**config.mk**
```make
export PLATFORM = sky130hd
export DESIGN_NAME = pipeline_hazard_controller
export DESIGN_NICKNAME = d
export VERILOG_FILES = /design/src/rtl/pipeline_ctrl_pkg.sv /design/src/rtl/pipeline_hazard_controller_sat_counter.sv /design/src/rtl/pipeline_hazard_controller.sv
export SDC_FILE = /design/constraint.sdc
export NUM_CORES = 1
export LEC_CHECK = 0
export ABC_AREA = 0
export CORE_MARGIN = 10
export CORE_UTILIZATION = 40
export DETAILED_ROUTE_END_ITERATION = 16
export PLACE_DENSITY_LB_ADDON = 0.1
export SLEW_MARGIN = 40
export SYNTH_ARGS = -nofsm -noshare
export SYNTH_HDL_FRONTEND = slang
export SYNTH_SLANG_ARGS = --single-unit
```
**constraint.sdc**
```tcl
create_clock -name i_clk -period 2.8 [get_ports i_clk]
set_input_delay 0.7 -clock i_clk [delete_from_list [all_inputs] [get_ports i_clk]]
set_output_delay 0.7 -clock i_clk [all_outputs]
set_load 0.1 [all_outputs]
```
**src/rtl/pipeline_ctrl_pkg.sv**
```systemverilog
// Shared types and constants for the pipeline hazard controller.
//   hz_state_t   : sequencer state (RUN / MEM_WAIT), also exported as debug port
//   stage_ctrl_t : bundle of enable / flush / bubble controls for PC and stage banks
//   CTRL_*       : the fixed control patterns for each resolved event
package pipeline_ctrl_pkg;

    typedef enum logic [1:0] {
        RUN      = 2'd0,
        MEM_WAIT = 2'd1
    } hz_state_t;

    typedef struct packed {
        logic en_pc;
        logic en_if_id;
        logic en_id_ex;
        logic en_ex_mem;
        logic en_mem_wb;
        logic flush_if_id;
        logic flush_id_ex;
        logic bubble_mem_wb;
    } stage_ctrl_t;

    // addi x0, x0, 0
    localparam logic [31:0] NOP = 32'h0000_0013;

    localparam stage_ctrl_t CTRL_RESET     = '{default: 1'b0};
    localparam stage_ctrl_t CTRL_NORMAL    = '{en_pc: 1'b1, en_if_id: 1'b1, en_id_ex: 1'b1,
                                               en_ex_mem: 1'b1, en_mem_wb: 1'b1,
                                               flush_if_id: 1'b0, flush_id_ex: 1'b0,
                                               bubble_mem_wb: 1'b0};
    // Front of the pipe frozen; MEM/WB keeps draining but receives a bubble.
    localparam stage_ctrl_t CTRL_MEM_STALL = '{en_pc: 1'b0, en_if_id: 1'b0, en_id_ex: 1'b0,
                                               en_ex_mem: 1'b0, en_mem_wb: 1'b1,
                                               flush_if_id: 1'b0, flush_id_ex: 1'b0,
                                               bubble_mem_wb: 1'b1};
    localparam stage_ctrl_t CTRL_MISPRED   = '{en_pc: 1'b1, en_if_id: 1'b1, en_id_ex: 1'b1,
                                               en_ex_mem: 1'b1, en_mem_wb: 1'b1,
                                               flush_if_id: 1'b1, flush_id_ex: 1'b1,
                                               bubble_mem_wb: 1'b0};
    // Hold PC and IF/ID, inject one bubble into ID/EX.
    localparam stage_ctrl_t CTRL_LOAD_USE  = '{en_pc: 1'b0, en_if_id: 1'b0, en_id_ex: 1'b1,
                                               en_ex_mem: 1'b1, en_mem_wb: 1'b1,
                                               flush_if_id: 1'b0, flush_id_ex: 1'b1,
                                               bubble_mem_wb: 1'b0};

    // True when a used source register matches the destination register.
    function automatic logic src_hit(input logic used, input logic [4:0] rs, input logic [4:0] rd);
        return used && (rs == rd);
    endfunction

endpackage

```
**src/rtl/pipeline_hazard_controller_sat_counter.sv**
```systemverilog
// Saturating up-counter used for the stall / flush performance counters.
//   i_clk, i_reset : clock, asynchronous active-high reset
//   i_inc          : increment this cycle (holds at all-ones)
//   i_clr          : synchronous clear, wins over i_inc
//   o_cnt          : current count
module sat_counter #(
    parameter int unsigned CNT_W = 32
) (
    input  logic             i_clk,
    input  logic             i_reset,
    input  logic             i_inc,
    input  logic             i_clr,
    output logic [CNT_W-1:0] o_cnt
);

    logic [CNT_W-1:0] cnt_q, cnt_d;

    always_comb begin
        cnt_d = cnt_q;
        if (i_clr) begin
            cnt_d = '0;
        end else if (i_inc && (cnt_q != '1)) begin
            cnt_d = cnt_q + CNT_W'(1);
        end
    end

    always_ff @(posedge i_clk or posedge i_reset) begin
        if (i_reset) begin
            cnt_q <= '0;
        end else begin
            cnt_q <= cnt_d;
        end
    end

    assign o_cnt = cnt_q;

endmodule

```
**src/rtl/pipeline_hazard_controller.sv**
```systemverilog
// Central stall/flush sequencer for the 5-stage pipeline.
// Resolves LSU wait (with timeout watchdog), EX mispredict and load-use hazards,
// and drives PC / IF-ID / ID-EX / EX-MEM / MEM-WB enables and flush/bubble controls.
//   i_clk, i_reset          : clock, asynchronous active-high reset
//   i_rs*/i_rd*/i_mem_rden* : register usage of ID and EX instructions
//   i_mispredict_execute    : branch resolved in EX disagrees with prediction
//   i_lsu_req_memory/i_lsu_ack : MEM-stage LSU handshake
//   i_cnt_clr               : synchronous clear of both perf counters
//   o_en_* / o_flush_* / o_bubble_mem_wb : combinational pipeline controls
//   o_state, o_mem_timeout  : debug state and sticky watchdog flag
//   o_stall_cnt, o_flush_cnt: saturating performance counters
module pipeline_hazard_controller
    import pipeline_ctrl_pkg::*;
#(
    parameter int unsigned MEM_TIMEOUT = 16,
    parameter int unsigned CNT_W       = 32,
    parameter int unsigned TO_W        = 5
) (
    input  logic             i_clk,
    input  logic             i_reset,
    input  logic [4:0]       i_rs1_addr_decode,
    input  logic [4:0]       i_rs2_addr_decode,
    input  logic             i_rs1_used_decode,
    input  logic             i_rs2_used_decode,
    input  logic [4:0]       i_rd_addr_execute,
    input  logic             i_rd_wren_execute,
    input  logic             i_mem_rden_execute,
    input  logic             i_mispredict_execute,
    input  logic             i_lsu_req_memory,
    input  logic             i_lsu_ack,
    input  logic             i_cnt_clr,
    output logic             o_en_pc,
    output logic             o_en_if_id,
    output logic             o_en_id_ex,
    output logic             o_en_ex_mem,
    output logic             o_en_mem_wb,
    output logic             o_flush_if_id,
    output logic             o_flush_id_ex,
    output logic             o_bubble_mem_wb,
    output logic [1:0]       o_state,
    output logic             o_mem_timeout,
    output logic [CNT_W-1:0] o_stall_cnt,
    output logic [CNT_W-1:0] o_flush_cnt
);

    localparam logic [TO_W-1:0] WAIT_LAST = TO_W'(MEM_TIMEOUT - 1);

    hz_state_t       state_q, state_d;
    logic [TO_W-1:0] wait_q, wait_d;
    logic            timeout_q, timeout_d;

    logic        release_w;
    logic        mem_stall;
    logic        load_use;
    logic        stall_inc;
    logic        flush_inc;
    stage_ctrl_t ctrl;

    // >= rather than == so that MEM_TIMEOUT=1 still releases (counter enters at 1).
    assign release_w = (state_q == MEM_WAIT) && (wait_q >= WAIT_LAST);
    assign mem_stall = i_lsu_req_memory && !i_lsu_ack && !release_w;
    assign load_use  = i_mem_rden_execute && i_rd_wren_execute && (i_rd_addr_execute != 5'd0)
                    && (src_hit(i_rs1_used_decode, i_rs1_addr_decode, i_rd_addr_execute)
                     || src_hit(i_rs2_used_decode, i_rs2_addr_decode, i_rd_addr_execute));

    // State register
    always_ff @(posedge i_clk or posedge i_reset) begin
        if (i_reset) begin
            state_q   <= RUN;
            wait_q    <= '0;
            timeout_q <= 1'b0;
        end else begin
            state_q   <= state_d;
            wait_q    <= wait_d;
            timeout_q <= timeout_d;
        end
    end

    // Next-state logic
    always_comb begin
        state_d   = state_q;
        wait_d    = wait_q;
        timeout_d = timeout_q;
        case (state_q)
            RUN: begin
                if (mem_stall) begin
                    state_d = MEM_WAIT;
                    wait_d  = TO_W'(1);
                end
            end
            MEM_WAIT: begin
                if (i_lsu_ack || !i_lsu_req_memory) begin
                    state_d = RUN;
                    wait_d  = '0;
                end else if (release_w) begin
                    // Forced release: pipeline advances as if acked.
                    state_d   = RUN;
                    wait_d    = '0;
                    timeout_d = 1'b1;
                end else begin
                    wait_d = wait_q + TO_W'(1);
                end
            end
            default: begin
                state_d = RUN;
                wait_d  = '0;
            end
        endcase
    end

    // Output logic: event priority mem_stall > mispredict > load_use > normal
    always_comb begin
        ctrl = CTRL_NORMAL;
        if (i_reset) begin
            ctrl = CTRL_RESET;
        end else if (mem_stall) begin
            ctrl = CTRL_MEM_STALL;
        end else if (i_mispredict_execute) begin
            ctrl = CTRL_MISPRED;
        end else if (load_use) begin
            ctrl = CTRL_LOAD_USE;
        end
    end

    assign o_en_pc         = ctrl.en_pc;
    assign o_en_if_id      = ctrl.en_if_id;
    assign o_en_id_ex      = ctrl.en_id_ex;
    assign o_en_ex_mem     = ctrl.en_ex_mem;
    assign o_en_mem_wb     = ctrl.en_mem_wb;
    assign o_flush_if_id   = ctrl.flush_if_id;
    assign o_flush_id_ex   = ctrl.flush_id_ex;
    assign o_bubble_mem_wb = ctrl.bubble_mem_wb;
    assign o_state         = state_q;
    assign o_mem_timeout   = timeout_q;

    // A load-use hazard under a mispredict is squashed and not counted.
    assign stall_inc = mem_stall || (load_use && !i_mispredict_execute);
    assign flush_inc = i_mispredict_execute && !mem_stall;

    sat_counter #(.CNT_W(CNT_W)) u_stall_cnt (
        .i_clk   (i_clk),
        .i_reset (i_reset),
        .i_inc   (stall_inc),
        .i_clr   (i_cnt_clr),
        .o_cnt   (o_stall_cnt)
    );

    sat_counter #(.CNT_W(CNT_W)) u_flush_cnt (
        .i_clk   (i_clk),
        .i_reset (i_reset),
        .i_inc   (flush_inc),
        .i_clr   (i_cnt_clr),
        .o_cnt   (o_flush_cnt)
    );

endmodule
```
==> impl_metrics.csv, run 1 <==
group,metric,value,unit
synthesis,yosys_warnings,0,
die,initial_utilization,0.412,
detailed_routing,drc,0,
sta,maxSlewViolCount,0,
synthesis,synth_cells,448,
setup_path,start_kind,"register",
setup_path,crit_path_top_delay_cell,"dfrtp_1",
run,drv_cap,0,
synthesis,synth-main-ff-cell,"dfrtp_1",
global_routing,overflow,0,
sta,finalHoldViolations,0,
setup_path,worst-path-buf-inv,3,
clock_tree,cts_sinks,71,
synthesis,ys_seq_elements,71,
power_and_ir_drop,p_sw,0.000617,W
setup_path,cp-end-kind,"primary output",
global_routing,grt_pass1_wl,20.0,mm
clock_tree,h-tree-depth,3,
setup_path,r2r_slack,0,ns
setup_path,cpLargestDelayFamily,"compound AO/OA/AOI/OAI gates",
placement,dp_hpwl,8.52,mm
clock_tree,cts_tree,"yes",
sta,fmax,352,MHz
power_and_ir_drop,p_sw_frac,0.266,
placement,numPortBuffers,98,
clock_tree,cts_root_buffer,"clkbuf_8",
synthesis,ys_types,54,
die,die_area,14500,um2
detailed_routing,firstDrtPassIters,4,
detailed_routing,vias,3877,
die,coreArea,9820,um2
clock_tree,clk_latency,0.35,ns
clock_tree,hold_buffers,0,
setup_path,crit_arrival,2.14,ns
power_and_ir_drop,pwr-share-seq,0.449,
synthesis,ys_seq_area_frac,0.439,
setup_path,critPathMaxFanout,3,
detailed_routing,drtAntennaViolNets,0,
cells_and_area,final_net_count,608,
power_and_ir_drop,pwr-share-comb,0.143,
detailed_routing,drt_iter0_drc,172,
run_status,status,"finished with violations",
cells_and_area,antennaDiodeCount,0,
min_path,min_path_type,"reg -> reg",
sta,holdWs,0.491,ns
power_and_ir_drop,leakage,2.37,nW
setup_path,cpPeakStageDelay,0.36,ns
global_routing,grt_max_degree,72,
power_and_ir_drop,p_clk_frac,0.409,
sta,slew_headroom,0.554,
cells_and_area,layout_commonest_cell,"buf_4",
cells_and_area,stdcell_count,717,
detailed_routing,routed_wirelength,11.7,mm
detailed_routing,wl_per_cell,16.4,um
setup_path,worstPathRequired,2.10,ns
cells_and_area,utilization,0.582,
power_and_ir_drop,p_per_area,406,nW/um2
synthesis,netlist_area,4050,um2
power_and_ir_drop,ir_drop,0.000222,V
sta,rsz0062_at_grt,"yes",
synthesis,synth-edff-count,0,
global_routing,grt_pass1_vias,3911,
synthesis,synth-async-reset-ratio,1.00,
synthesis,avgSynthCellArea,9.03,um2
synthesis,synth_fp_nets,477,
cells_and_area,final_cell_mix,"106 x buf_4, 63 x dfrtp_1, 47 x nor2_1",
die,io_pins,100,
die,fp.dieW,121,um
sta,min_period,2.84,ns
run_status,violations,"negative setup slack",
die,num_rows,36,
power_and_ir_drop,p_int,0.00170,W
setup_path,critical_path_class,"reg -> out",
placement,dp.cells,691,
detailed_routing,via_per_inst,5.41,
setup_path,crit_chain,"ha_2, and3_4, ha_4, o21ai_4, o211ai_4, buf_6, inv_8, a311oi_4, buf_12",
cells_and_area,num-fill-cells,902,
placement,place.gp.congestion,0.836,
clock_tree,cts_buffers,9,
clock_tree,cts_buffer_depth,2,
sta,worstMarginPinSlew,0.669,ns
sta,min_period_over_period,1.02,
sta,setup_slack,-0.0443,ns
die,chipHeight,121,um
cells_and_area,syn_to_final_growth,41.4,%
global_routing,grt_usage,0.165,
sta,fin_skew,0.0153,ns
global_routing,antenna_found_initial,0,
cells_and_area,drive_above_1_share,0.305,
clock_tree,clkTransAtPathRegs,0.08,ns
sta,setup_violations,3,
## cell families after synthesis
| family | after synthesis | synth area share |
|---|---|---|
| other | 1 | 0.000927 |
| muxes | 6 | 0.0161 |
| buffers and inverters | 35 | 0.0414 |
| DFF | 71 | 0.439 |
| adders and majority gates | 4 | 0.0124 |
| xor gates and xnor gates | 42 | 0.0909 |
| and+or+nand+nor | 222 | 0.296 |
| AOI/OAI and AO/OA | 67 | 0.103 |
## state kept, by name (all words and copies together), names as in the netlist
| name | count |
|---|---|
| u_flush_cnt.o_cnt | 32 |
| wait_q | 5 |
| o_mem_timeout | 1 |
| o_state | 1 |
| u_stall_cnt.o_cnt | 32 |
## synth_stat cells (all sizes together), types with 2 or more instances
cell type | n | area [um2]
xor2 | 4 | 35.0
mux2 | 4 | 45.0
nor3 | 20 | 100
a21oi | 24 | 120
o31ai | 8 | 60.1
o21ai | 16 | 80.1
nor2 | 49 | 184
nor4b | 2 | 23.8
ha | 4 | 50.1
nand3 | 31 | 160
dfrtp | 71 | 1780
or2 | 2 | 12.5
buf | 12 | 81.3
a31oi | 2 | 12.5
clkbuf | 11 | 41.3
nor4 | 18 | 113
o21a | 5 | 37.5
xnor2 | 38 | 333
o211ai | 2 | 20.0
or3 | 15 | 93.8
inv | 12 | 45.0
or4 | 9 | 67.6
nor2b | 5 | 31.3
o31a | 3 | 26.3
mux2i | 2 | 20.0
and3 | 5 | 31.3
nand2 | 33 | 124
and4 | 6 | 55.1
nand4 | 20 | 146
nor3b | 2 | 15.0
## final cells by class
cell class	instances	area (um2)	share of cell area
tap	133	166	0.0291
clock buffer	11	151	0.0265
timing repair buffer	143	1230	0.215
clock inverter	5	80.1	0.0140
sequential	71	1790	0.312
multi-input combinational	342	2250	0.393
inverter	12	56.3	0.00984
## per-layer routing
| layer | wire (um) | global-route usage | up-vias |
|---|---|---|---|
| met4 | 73 | 0.0452 | 0 |
| met3 | 489 | 0.0396 | 6 |
| met1 | 5670 | 0.218 | 1900 |
| li1 | - | - | 1892 |
| met5 | 0 | 0 | - |
| met2 | 5510 | 0.262 | 79 |
## worst paths after layout
path | from | end | cells after the start
setup / recovery | wait_q[1]$_DFFE_PP0P_ | o_en_pc | 9
hold / removal | o_mem_timeout$_DFFE_PP0P_ | o_mem_timeout$_DFFE_PP0P_ | 1
setup reg to reg | wait_q[1]$_DFFE_PP0P_ | u_stall_cnt.o_cnt[10]$_DFFE_PP0P_ | 14
hold reg to reg | o_mem_timeout$_DFFE_PP0P_ | o_mem_timeout$_DFFE_PP0P_ | 1
max in group asynchronous | i_reset | u_stall_cnt.o_cnt[16]$_DFFE_PP0P_ | 3
min in group asynchronous | i_reset | u_flush_cnt.o_cnt[24]$_DFFE_PP0P_ | 3
## power groups by stage
| stage | sequential, W | combinational [W] | clock (W) |
|---|---|---|---|
| 6_report | 0.00104 | 0.000331 | 0.000948 |
| 3_5_place_dp | 0.00106 | 0.000321 | 0 |
| 5_1_grt | 0.00104 | 0.000353 | 0.00102 |
| 2_1_floorplan | 0.00109 | 0.000160 | 0 |
| 3_3_place_gp | 0.00106 | 0.000317 | 0 |
| 4_1_cts | 0.00104 | 0.000331 | 0.000969 |
## metrics by stage
stage	TNS, ns	instance area, um2	total power, W	setup slack (ns)
global route	-0.671	5720	0.00241	-0.138
detailed placement	-7.01	5350	0.00138	-0.448
CTS	-0.150	5690	0.00234	-0.0641
global placement	-5.51	5340	0.00138	-0.422
floorplan	-1.10	4150	0.00125	-0.681
finish	-0.112	5720	0.00232	-0.0443
## repair_timing
item | CTS | global route
endpoints found under the setup margin | 9 | 7
gates resized for setup | 39 | 7
buffers inserted | 9 | 2
pin swaps | 20 | 14
No activity file was read; power rests on OpenSTA's default activity.
==> run 2: changes to the inputs <==
CORE_MARGIN = 2   (was 10)
==> run 2 against run 1 <==
The flow still finishes with violations (negative setup slack). Clock power is 3.0% lower. Critical path depth unchanged. First-iteration DRC count down 23%. Sequential cell count stayed put. Worst hold slack worse by 0.0044 ns. Critical endpoint unchanged. Fmax increased by 0.68%.
==> impl_metrics.csv, run 2 (same netlist as run 1, synthesis figures left out) <==
group,metric,value,unit
clock_tree,cts_root_buffer,"clkbuf_8",
power_and_ir_drop,leakage,2.41,nW
setup_path,crit_arrival,2.13,ns
sta,finalHoldViolations,0,
placement,place.gp.congestion,0.824,
detailed_routing,firstDrtPassIters,4,
die,chipHeight,105,um
setup_path,cpPeakStageDelay,0.37,ns
min_path,min_from,"o_mem_timeout$_DFFE_PP0P_",
cells_and_area,stdcell_count,715,
detailed_routing,drt_iter0_drc,132,
cells_and_area,final_net_count,606,
setup_path,worst-path-buf-inv,3,
power_and_ir_drop,p_int,0.00169,W
global_routing,grt_pass1_vias,3763,
setup_path,worstPathRequired,2.10,ns
die,num_rows,36,
sta,setup_slack,-0.0251,ns
global_routing,grt_usage,0.203,
detailed_routing,vias,3870,
sta,maxSlewViolCount,0,
run_status,status,"finished with violations",
setup_path,reg2reg_depth,11,
setup_path,critical_path_class,"reg -> out",
sta,min_period,2.83,ns
setup_path,crit_cells,9,
sta,setup_tns,-0.0501,ns
cells_and_area,num-fill-cells,879,
setup_path,reg2reg_from,"wait_q[1]$_DFFE_PP0P_",
placement,dp.cells,685,
power_and_ir_drop,ir_drop,0.000225,V
sta,fmax,354,MHz
detailed_routing,drc,0,
power_and_ir_drop,p_per_area,400,nW/um2
cells_and_area,antennaDiodeCount,0,
run_status,violations,"negative setup slack",
power_and_ir_drop,pwr-share-seq,0.452,
die,die_area,10900,um2
sta,fin_skew,0.0117,ns
die,initial_utilization,0.414,
clock_tree,cts_buffer_depth,2,
detailed_routing,via_per_inst,5.41,
setup_path,cpLargestDelayFamily,"compound AO/OA/AOI/OAI gates",
clock_tree,cts_tree,"yes",
sta,min_period_over_period,1.01,
placement,numPortBuffers,98,
sta,worstMarginPinSlew,0.662,ns
run,drv_cap,0,
min_path,holdPathEnd,"o_mem_timeout$_DFFE_PP0P_",
power_and_ir_drop,p_clk_frac,0.400,
clock_tree,cts_buffers,9,
power_and_ir_drop,p_sw_frac,0.266,
cells_and_area,final_cell_mix,"101 x buf_4, 63 x dfrtp_1, 47 x nor2_1",
global_routing,grt_max_degree,72,
cells_and_area,drive_above_1_share,0.304,
min_path,whs_path_depth,1,
power_and_ir_drop,pwr-share-comb,0.148,
cells_and_area,final-seq-area,1790,um2
global_routing,grt_pass1_wl,18.3,mm
setup_path,crit_chain,"ha_2, and3_4, ha_4, o21ai_4, o211ai_4, buf_6, inv_8, a311oi_4, buf_12",
clock_tree,hold_buffers,0,
global_routing,antenna_found_initial,0,
clock_tree,h-tree-depth,3,
die,coreArea,9770,um2
setup_path,cp-end-kind,"primary output",
detailed_routing,wl_per_cell,15.5,um
clock_tree,cts_sinks,71,
min_path,min_path_type,"reg -> reg",
cells_and_area,multi_input_comb_area,2260,um2
setup_path,start_kind,"register",
cells_and_area,layout_commonest_cell,"buf_4",
die,io_pins,100,
power_and_ir_drop,p_sw,0.000614,W
setup_path,r2r-end,"u_stall_cnt.o_cnt[29]$_DFFE_PP0P_",
clock_tree,clkTransAtPathRegs,0.08,ns
setup_path,r2r_slack,0.21,ns
detailed_routing,routed_wirelength,11.1,mm
setup_path,crit_path_top_delay_cell,"dfrtp_1",
detailed_routing,drtAntennaViolNets,0,
sta,slew_headroom,0.559,
global_routing,overflow,0,
sta,rsz0062_at_grt,"yes",
clock_tree,clk_latency,0.34,ns
placement,dp_hpwl,7.58,mm
cells_and_area,syn_to_final_growth,42.3,%
sta,setup_violations,2,
die,fp.dieW,105,um
setup_path,critPathMaxFanout,3,
## run 2: layout make-up
class	count	share of cell area
Tap cell	133	0.0289
Clock inverter	5	0.0141
Timing Repair Buffer	141	0.219
Sequential cell	71	0.311
Clock buffer	11	0.0246
Inverter	12	0.00978
Multi-Input combinational cell	342	0.393
## run 2: power by group through the flow
stage               logic (W)  clock network (W)  registers (W)
floorplan            0.000160                  0        0.00109
global placement     0.000312                  0        0.00106
detailed placement   0.000316                  0        0.00106
CTS                  0.000331           0.000942        0.00104
global route         0.000362           0.000982        0.00104
finish               0.000341           0.000920        0.00104
## run 2: worst reg2reg max path, stage by stage, from the launching register on
cell	delay, ns
dfrtp_1	0.39
ha_2	0.20
and3_4	0.19
ha_4	0.16
o21ai_4	0.13
o211ai_4	0.09
buf_4	0.15
a21bo_2	0.23
buf_4	0.14
nand4b_1	0.22
or4_1	0.45
a21oi_1	0.16
## run 2: layer usage
| metal | vias to the layer above | track usage | part of all wire |
|---|---|---|---|
| met2 | 88 | 0.334 | 0.48 |
| met4 | 0 | 0.0637 | 0.011 |
| met3 | 13 | 0.0387 | 0.049 |
| met1 | 1887 | 0.270 | 0.46 |
| li1 | 1882 | - | - |
| met5 | - | 0 | 0 |
## run 2: worst max path at each step
stage,endpoint,startpoint
2_1_floorplan,o_en_pc,i_rd_addr_execute[0]
3_3_place_gp,o_en_if_id,i_rd_addr_execute[0]
3_5_place_dp,o_en_pc,i_rd_addr_execute[0]
4_1_cts,o_en_pc,wait_q[0]$_DFFE_PP0P_
5_1_grt,o_en_if_id,wait_q[1]$_DFFE_PP0P_
6_report,o_en_pc,wait_q[0]$_DFFE_PP0P_
## run 2: repair_timing
action	CTS	global route
buffers inserted	10	4
endpoints found under the setup margin	7	10
gates resized for setup	42	13
pin swaps	16	13
## run 2: metrics by stage
| step | util | instance area, um2 | hold slack (ns) | power, W | worst slack [ns] |
|---|---|---|---|---|---|
| detailed placement | 0.545 | 5330 | 0.474 | 0.00138 | -0.491 |
| global route | 0.589 | 5750 | 0.513 | 0.00239 | -0.121 |
| CTS | 0.582 | 5690 | 0.492 | 0.00231 | -0.0200 |
| floorplan | - | 4150 | 0.486 | 0.00125 | -0.681 |
| finish | 0.589 | 5750 | 0.486 | 0.00230 | -0.0251 |
| global placement | 0.544 | 5320 | 0.457 | 0.00137 | -0.467 |
